===== src/rtl/crc_stream.sv =====
// rtl/crc_stream.sv - framed streaming CRC generator/checker with valid/ready on input and result
// Optional macro CRC_STREAM_CHECK_EN adds crc_exp_i/crc_ok_o frame-check compare.
module crc_stream #(
  parameter logic [63:0] POLY       = 64'h8005,
  parameter int          CRC_SIZE   = 16,
  parameter int          DATA_WIDTH = 8,
  parameter logic [63:0] INIT       = 64'h0000,
  parameter string       REF_IN     = "TRUE",
  parameter string       REF_OUT    = "TRUE",
  parameter logic [63:0] XOR_OUT    = 64'hFFFF
) (
  input  logic                    clk_i,
  input  logic                    rst_i,
  input  logic                    soft_reset_i,
  input  logic                    valid_i,
  output logic                    ready_o,
  input  logic [DATA_WIDTH-1:0]   data_i,
  input  logic [DATA_WIDTH/8-1:0] keep_i,
  input  logic                    last_i,
  output logic [CRC_SIZE-1:0]     crc_o,
  output logic                    crc_valid_o,
`ifdef CRC_STREAM_CHECK_EN
  input  logic                    crc_ready_i,
  input  logic [CRC_SIZE-1:0]     crc_exp_i,
  output logic                    crc_ok_o
`else
  input  logic                    crc_ready_i
`endif
);

  localparam int                  NB        = DATA_WIDTH / 8;
  localparam logic [CRC_SIZE-1:0] L_POLY    = POLY[CRC_SIZE-1:0];
  localparam logic [CRC_SIZE-1:0] L_INIT    = INIT[CRC_SIZE-1:0];
  localparam logic [CRC_SIZE-1:0] L_XOR_OUT = XOR_OUT[CRC_SIZE-1:0];
  localparam bit                  L_REF_IN  = (REF_IN == "TRUE");
  localparam bit                  L_REF_OUT = (REF_OUT == "TRUE");

  typedef enum logic [1:0] {S_IDLE, S_BUSY, S_HOLD} state_t;

  state_t              r_state;
  state_t              w_state_nxt;
  logic [CRC_SIZE-1:0] r_crc;
  logic [CRC_SIZE-1:0] r_crc_out;
  logic [CRC_SIZE-1:0] w_crc_step;
  logic [CRC_SIZE-1:0] w_crc_final;
  logic [NB-1:0]       w_byte_en;
  logic                w_ready;
  logic                w_crc_valid;
  logic                w_accept;

  // A byte is only folded in while every lower byte of the beat is also enabled.
  function automatic logic [CRC_SIZE-1:0] f_step(input logic [CRC_SIZE-1:0] crc,
                                                 input logic [DATA_WIDTH-1:0] data,
                                                 input logic [NB-1:0] en);
    logic [CRC_SIZE-1:0] c;
    logic [7:0]          b;
    logic                on;
    logic                fb;
    c  = crc;
    on = 1'b1;
    for (int k = 0; k < NB; k++) begin
      on = on & en[k];
      b  = data[8*k +: 8];
      if (L_REF_IN) begin
        for (int j = 0; j < 8; j++) b[j] = data[8*k + 7 - j];
      end
      if (on) begin
        for (int i = 7; i >= 0; i--) begin
          fb = c[CRC_SIZE-1] ^ b[i];
          c  = {c[CRC_SIZE-2:0], 1'b0} ^ (fb ? L_POLY : '0);
        end
      end
    end
    return c;
  endfunction

  function automatic logic [CRC_SIZE-1:0] f_finish(input logic [CRC_SIZE-1:0] crc);
    logic [CRC_SIZE-1:0] r;
    r = crc;
    if (L_REF_OUT) begin
      for (int i = 0; i < CRC_SIZE; i++) r[i] = crc[CRC_SIZE-1-i];
    end
    return r ^ L_XOR_OUT;
  endfunction

  assign w_byte_en   = last_i ? keep_i : '1;
  assign w_crc_step  = f_step(r_crc, data_i, w_byte_en);
  assign w_crc_final = f_finish(w_crc_step);
  assign w_accept    = valid_i & w_ready;

  always_comb begin
    w_state_nxt = r_state;
    w_ready     = 1'b1;
    w_crc_valid = 1'b0;
    case (r_state)
      S_IDLE: if (valid_i) w_state_nxt = last_i ? S_HOLD : S_BUSY;
      S_BUSY: if (valid_i && last_i) w_state_nxt = S_HOLD;
      S_HOLD: begin
        w_ready     = 1'b0;
        w_crc_valid = 1'b1;
        if (crc_ready_i) w_state_nxt = S_IDLE;
      end
      default: w_state_nxt = S_IDLE;
    endcase
  end

  always_ff @(posedge clk_i or posedge rst_i) begin
    if (rst_i) begin
      r_state   <= S_IDLE;
      r_crc     <= L_INIT;
      r_crc_out <= '0;
    end else if (soft_reset_i) begin
      r_state <= S_IDLE;
      r_crc   <= L_INIT;
    end else begin
      r_state <= w_state_nxt;
      if (w_state_nxt == S_IDLE) r_crc <= L_INIT;
      else if (w_accept)         r_crc <= w_crc_step;
      if (w_accept && last_i)    r_crc_out <= w_crc_final;
    end
  end

`ifdef CRC_STREAM_CHECK_EN
  logic r_ok;

  always_ff @(posedge clk_i or posedge rst_i) begin
    if (rst_i)                   r_ok <= 1'b0;
    else if (soft_reset_i)       r_ok <= 1'b0;
    else if (w_accept && last_i) r_ok <= (w_crc_final == crc_exp_i);
  end

  assign crc_ok_o = r_ok;
`endif

  assign ready_o     = w_ready;
  assign crc_valid_o = w_crc_valid;
  assign crc_o       = r_crc_out;

endmodule


===== config.mk =====
export PLATFORM = sky130hd
export DESIGN_NAME = crc_stream
export DESIGN_NICKNAME = d
export VERILOG_FILES = /design/src/rtl/crc_stream.sv
export SDC_FILE = /design/constraint.sdc
export NUM_CORES = 1
export LEC_CHECK = 0
export ABC_AREA = 1
export ABC_CLOCK_PERIOD_IN_PS = 5100
export BUFFER_PORTS_ARGS = -buffer_cell sky130_fd_sc_hd__buf_2
export CORE_MARGIN = 8
export CORE_UTILIZATION = 55
export CTS_BUF_LIST = sky130_fd_sc_hd__clkbuf_8 sky130_fd_sc_hd__clkbuf_16
export DETAILED_ROUTE_END_ITERATION = 8
export PLACE_DENSITY_LB_ADDON = 0.12
export SLEW_MARGIN = 5
export SYNTH_ARGS = -nofsm -noshare
export SYNTH_HDL_FRONTEND = slang
export SYNTH_SLANG_ARGS = --single-unit

===== constraint.sdc =====
create_clock -name clk_i -period 5.1 [get_ports clk_i]
set_clock_uncertainty 0.2 [all_clocks]
set_input_delay 1.02 -clock clk_i [delete_from_list [all_inputs] [get_ports clk_i]]
set_output_delay 1.02 -clock clk_i [all_outputs]
set_load 0.005 [all_outputs]

==> out/metrics.yaml <==
pwr:
  power.density_nw_per_um2: 375
  vdd_drop_max_mv: 0.223
  leakagePower_nw: 1.13
  p_total_w: 0.000790
global_routing:
  antenna_found_initial: 0
  grt_first_pass_wirelength_mm: 6.65
  gr-total-overflow: 0
  grt_pass1_vias: 1484
  grt_max_degree: 35
  grt_usage_pct: 16.0
cells_and_area:
  multi_input_area_um2: 801
  num_antenna_cells: 0
  nFillCells: 288
  area_growth_syn_to_layout_pct: 17.2
  final_common_cell: "nand2_1"
  layout_common_cells: "nand2_1 (91), dfrtp_1 (34), buf_2 (32), o21ai_0 (31), inv_1 (27)"
  regArea_um2: 851
  fin_util_pct: 68.4
  final_cells: 317
  fin_nets: 287
  drive_gt1_share_pct: 19.0
floorplan:
  die_area_um2: 5350
  die_height_um: 73.2
  pin_count: 33
  rows: 20
  floorplan.initialDensity_pct: 58.4
  chipWidth_um: 73.2
  coreArea_um2: 3080
critical_path:
  r2r_end: "r_crc[6]"
  path_depth: 8
  start_kind: "primary input"
  ff2ff_path_depth: 11
  worstPathRequired_ns: 5.09
  cp_cell_sequence: "buf_2 -> nand2_1 -> nand2_1 -> nor3_1 -> nor2_2 -> nor2_2 -> inv_1 -> o21ai_0"
  crit-reg2reg-launch: "r_state[1]"
  critical-path-max-stage-delay_ns: 0.44
  critPathSlowestCell: "nor2_2"
  worstSetupEndpointType: "register"
  rrSetupSlack_ns: 2.90
  critical_path_arrival_ns: 2.59
  path_class: "primary input to register"
  cp_num_buf_inv: 2
  cp_max_fo: 11
  crit_family: "simple AND/OR/NAND/NOR gates"
synthesis:
  synth_fa_ha_area_share_pct: 0
  synth_compound_area_share_pct: 13.1
  netlist_area_um2: 1800
  ys_seq_area_share_pct: 47.4
  ys_ff_latch: 34
  syn_nets: 251
  yosys-mux-area-fraction_pct: 0
  yosys.area_share.simple_pct: 27.1
  synth_cells: 236
  synth_top_family_by_area: "simple AND/OR/NAND/NOR gates"
  ys_types: 26
  synth_warnings: 0
  avgSynthCellArea_um2: 7.61
  synthXorXnorAreaFrac_pct: 4.39
hold_path:
  min_path_type: "register to register"
  min_from: "crc_o[11]"
  holdPathEnd: "crc_o[11]"
  hold_depth: 2
timing:
  drv_slew: 0
  finalSetupViolCount: 0
  max_freq_mhz: 386
  worstMarginPinSlew_ns: 0.673
  slew_headroom_pct: 55.1
  fin_crit_ns: 2.59
  hold_violations: 0
  fin_setup_tns_ns: 0
  period_share_pct: 50.8
  rsz0062_at_grt: "false"
clock_tree:
  numCtsBuffers: 5
  clock_latency_ns: 0.29
  clk_pin_slew_worst_paths_ns: 0.06
  cts_max_level: 2
  cts_hold_buffers: 0
  cts-root-buf: "clkbuf_8"
  cts_max_path_buffers: 2
  cts_tree: "built"
  clock_sinks: 34
  postCtsSetupBuffers: 0
  post_cts_resized: 0
placed_design:
  dp_hpwl_mm: 2.93
  routabilityCongestion: 0.823
  portBuffers: 32
  place_inst: 309
detailed_routing:
  first_iter_violations: 101
  drc: 0
  viasPerCell: 4.93
  wl_per_cell_um: 12.3
  vias: 1563
  dr.pass1.iters: 4
  drt_wl_total_mm: 3.89
  detail-route-antenna-nets: 0
outcome:
  status: "finished clean"
flow_run:
  max_cap_viol_count: 0
## where the power goes
| group | switching [W] | internal (W) |
|---|---|---|
| logic | 0.000126 | 0.0000822 |
| registers | 0.0000266 | 0.000318 |
| clock network | 0.0000939 | 0.000144 |
| total | 0.000246 | 0.000544 |
## layout make-up
class,count,share of cell area [%]
timing repair buffer,34,8.32
sequential,34,40.4
clock buffer,5,3.27
multi-input combinational,167,38.0
clock inverter,3,1.90
tap,44,2.61
inverter,30,5.47
## worst max path at each step
stage                          from  endpoint  slack (ns)
after global placement    data_i[1]  r_crc[0]        2.33
after global routing        valid_i  r_crc[6]        2.37
final                       valid_i  r_crc[6]        2.51
after floorplan              last_i  r_crc[6]        2.69
after CTS                   valid_i  r_crc[6]        2.52
after detailed placement    valid_i  r_crc[6]        2.24
## per-stage QoR
stage / area [um2] / hold WS [ns] / setup WS (ns)
2_1_floorplan: 1800 / 0.270 / 2.69
3_3_place_gp: 2000 / 0.262 / 2.33
3_5_place_dp: 2000 / 0.261 / 2.24
4_1_cts: 2110 / 0.283 / 2.52
5_1_grt: 2110 / 0.299 / 2.37
6_report: 2110 / 0.274 / 2.51
## Yosys cell counts
master / number / area share [%]
a21oi_1: 2 / 0.56
a21oi_4: 1 / 0.91
a22o_1: 1 / 0.49
buf_2: 3 / 0.84
buf_6: 1 / 0.63
clkbuf_1: 1 / 0.21
clkinv_1: 1 / 0.21
dfrtp_1: 34 / 47
inv_1: 27 / 5.6
inv_2: 1 / 0.21
inv_4: 1 / 0.35
nand2_1: 91 / 19
nand3_1: 7 / 1.9
nand3_2: 1 / 0.56
nand4_1: 2 / 0.70
nor2_1: 10 / 2.1
nor2_2: 2 / 0.70
nor2_4: 2 / 1.3
nor3_1: 1 / 0.28
nor3_2: 1 / 0.56
o211ai_1: 1 / 0.42
o21ai_0: 31 / 8.6
o22ai_1: 4 / 1.4
o22ai_2: 1 / 0.70
xnor2_1: 3 / 1.5
xor2_1: 6 / 2.9
## per-layer routing
layer | up-vias | share of wire (%) | track usage (%)
met5 | - | 0 | 0
met4 | 0 | 1.4 | 5.33
met3 | 5 | 5.4 | 5.49
met2 | 35 | 46 | 25.1
met1 | 711 | 47 | 20.0
li1 | 812 | - | -
## logic make-up after synthesis
group,count (synthesis)
AO/OA/AOI/OAI,41
XOR/XNOR,9
buffers and inverters,35
flip-flops,34
AND/OR/NAND/NOR,117
## worst min-delay path, cell delays in order (launching register included)
cell and delay [ns]:
dfrtp_1 0.34, nand2_1 0.05, nand2_1 0.06
## flip-flops by register name, indices dropped and copies added (netlist names)
| name | cells |
|---|---|
| crc_o | 16 |
| r_crc | 16 |
| r_state | 2 |
Note: power is estimated with default switching activity, not from simulation.
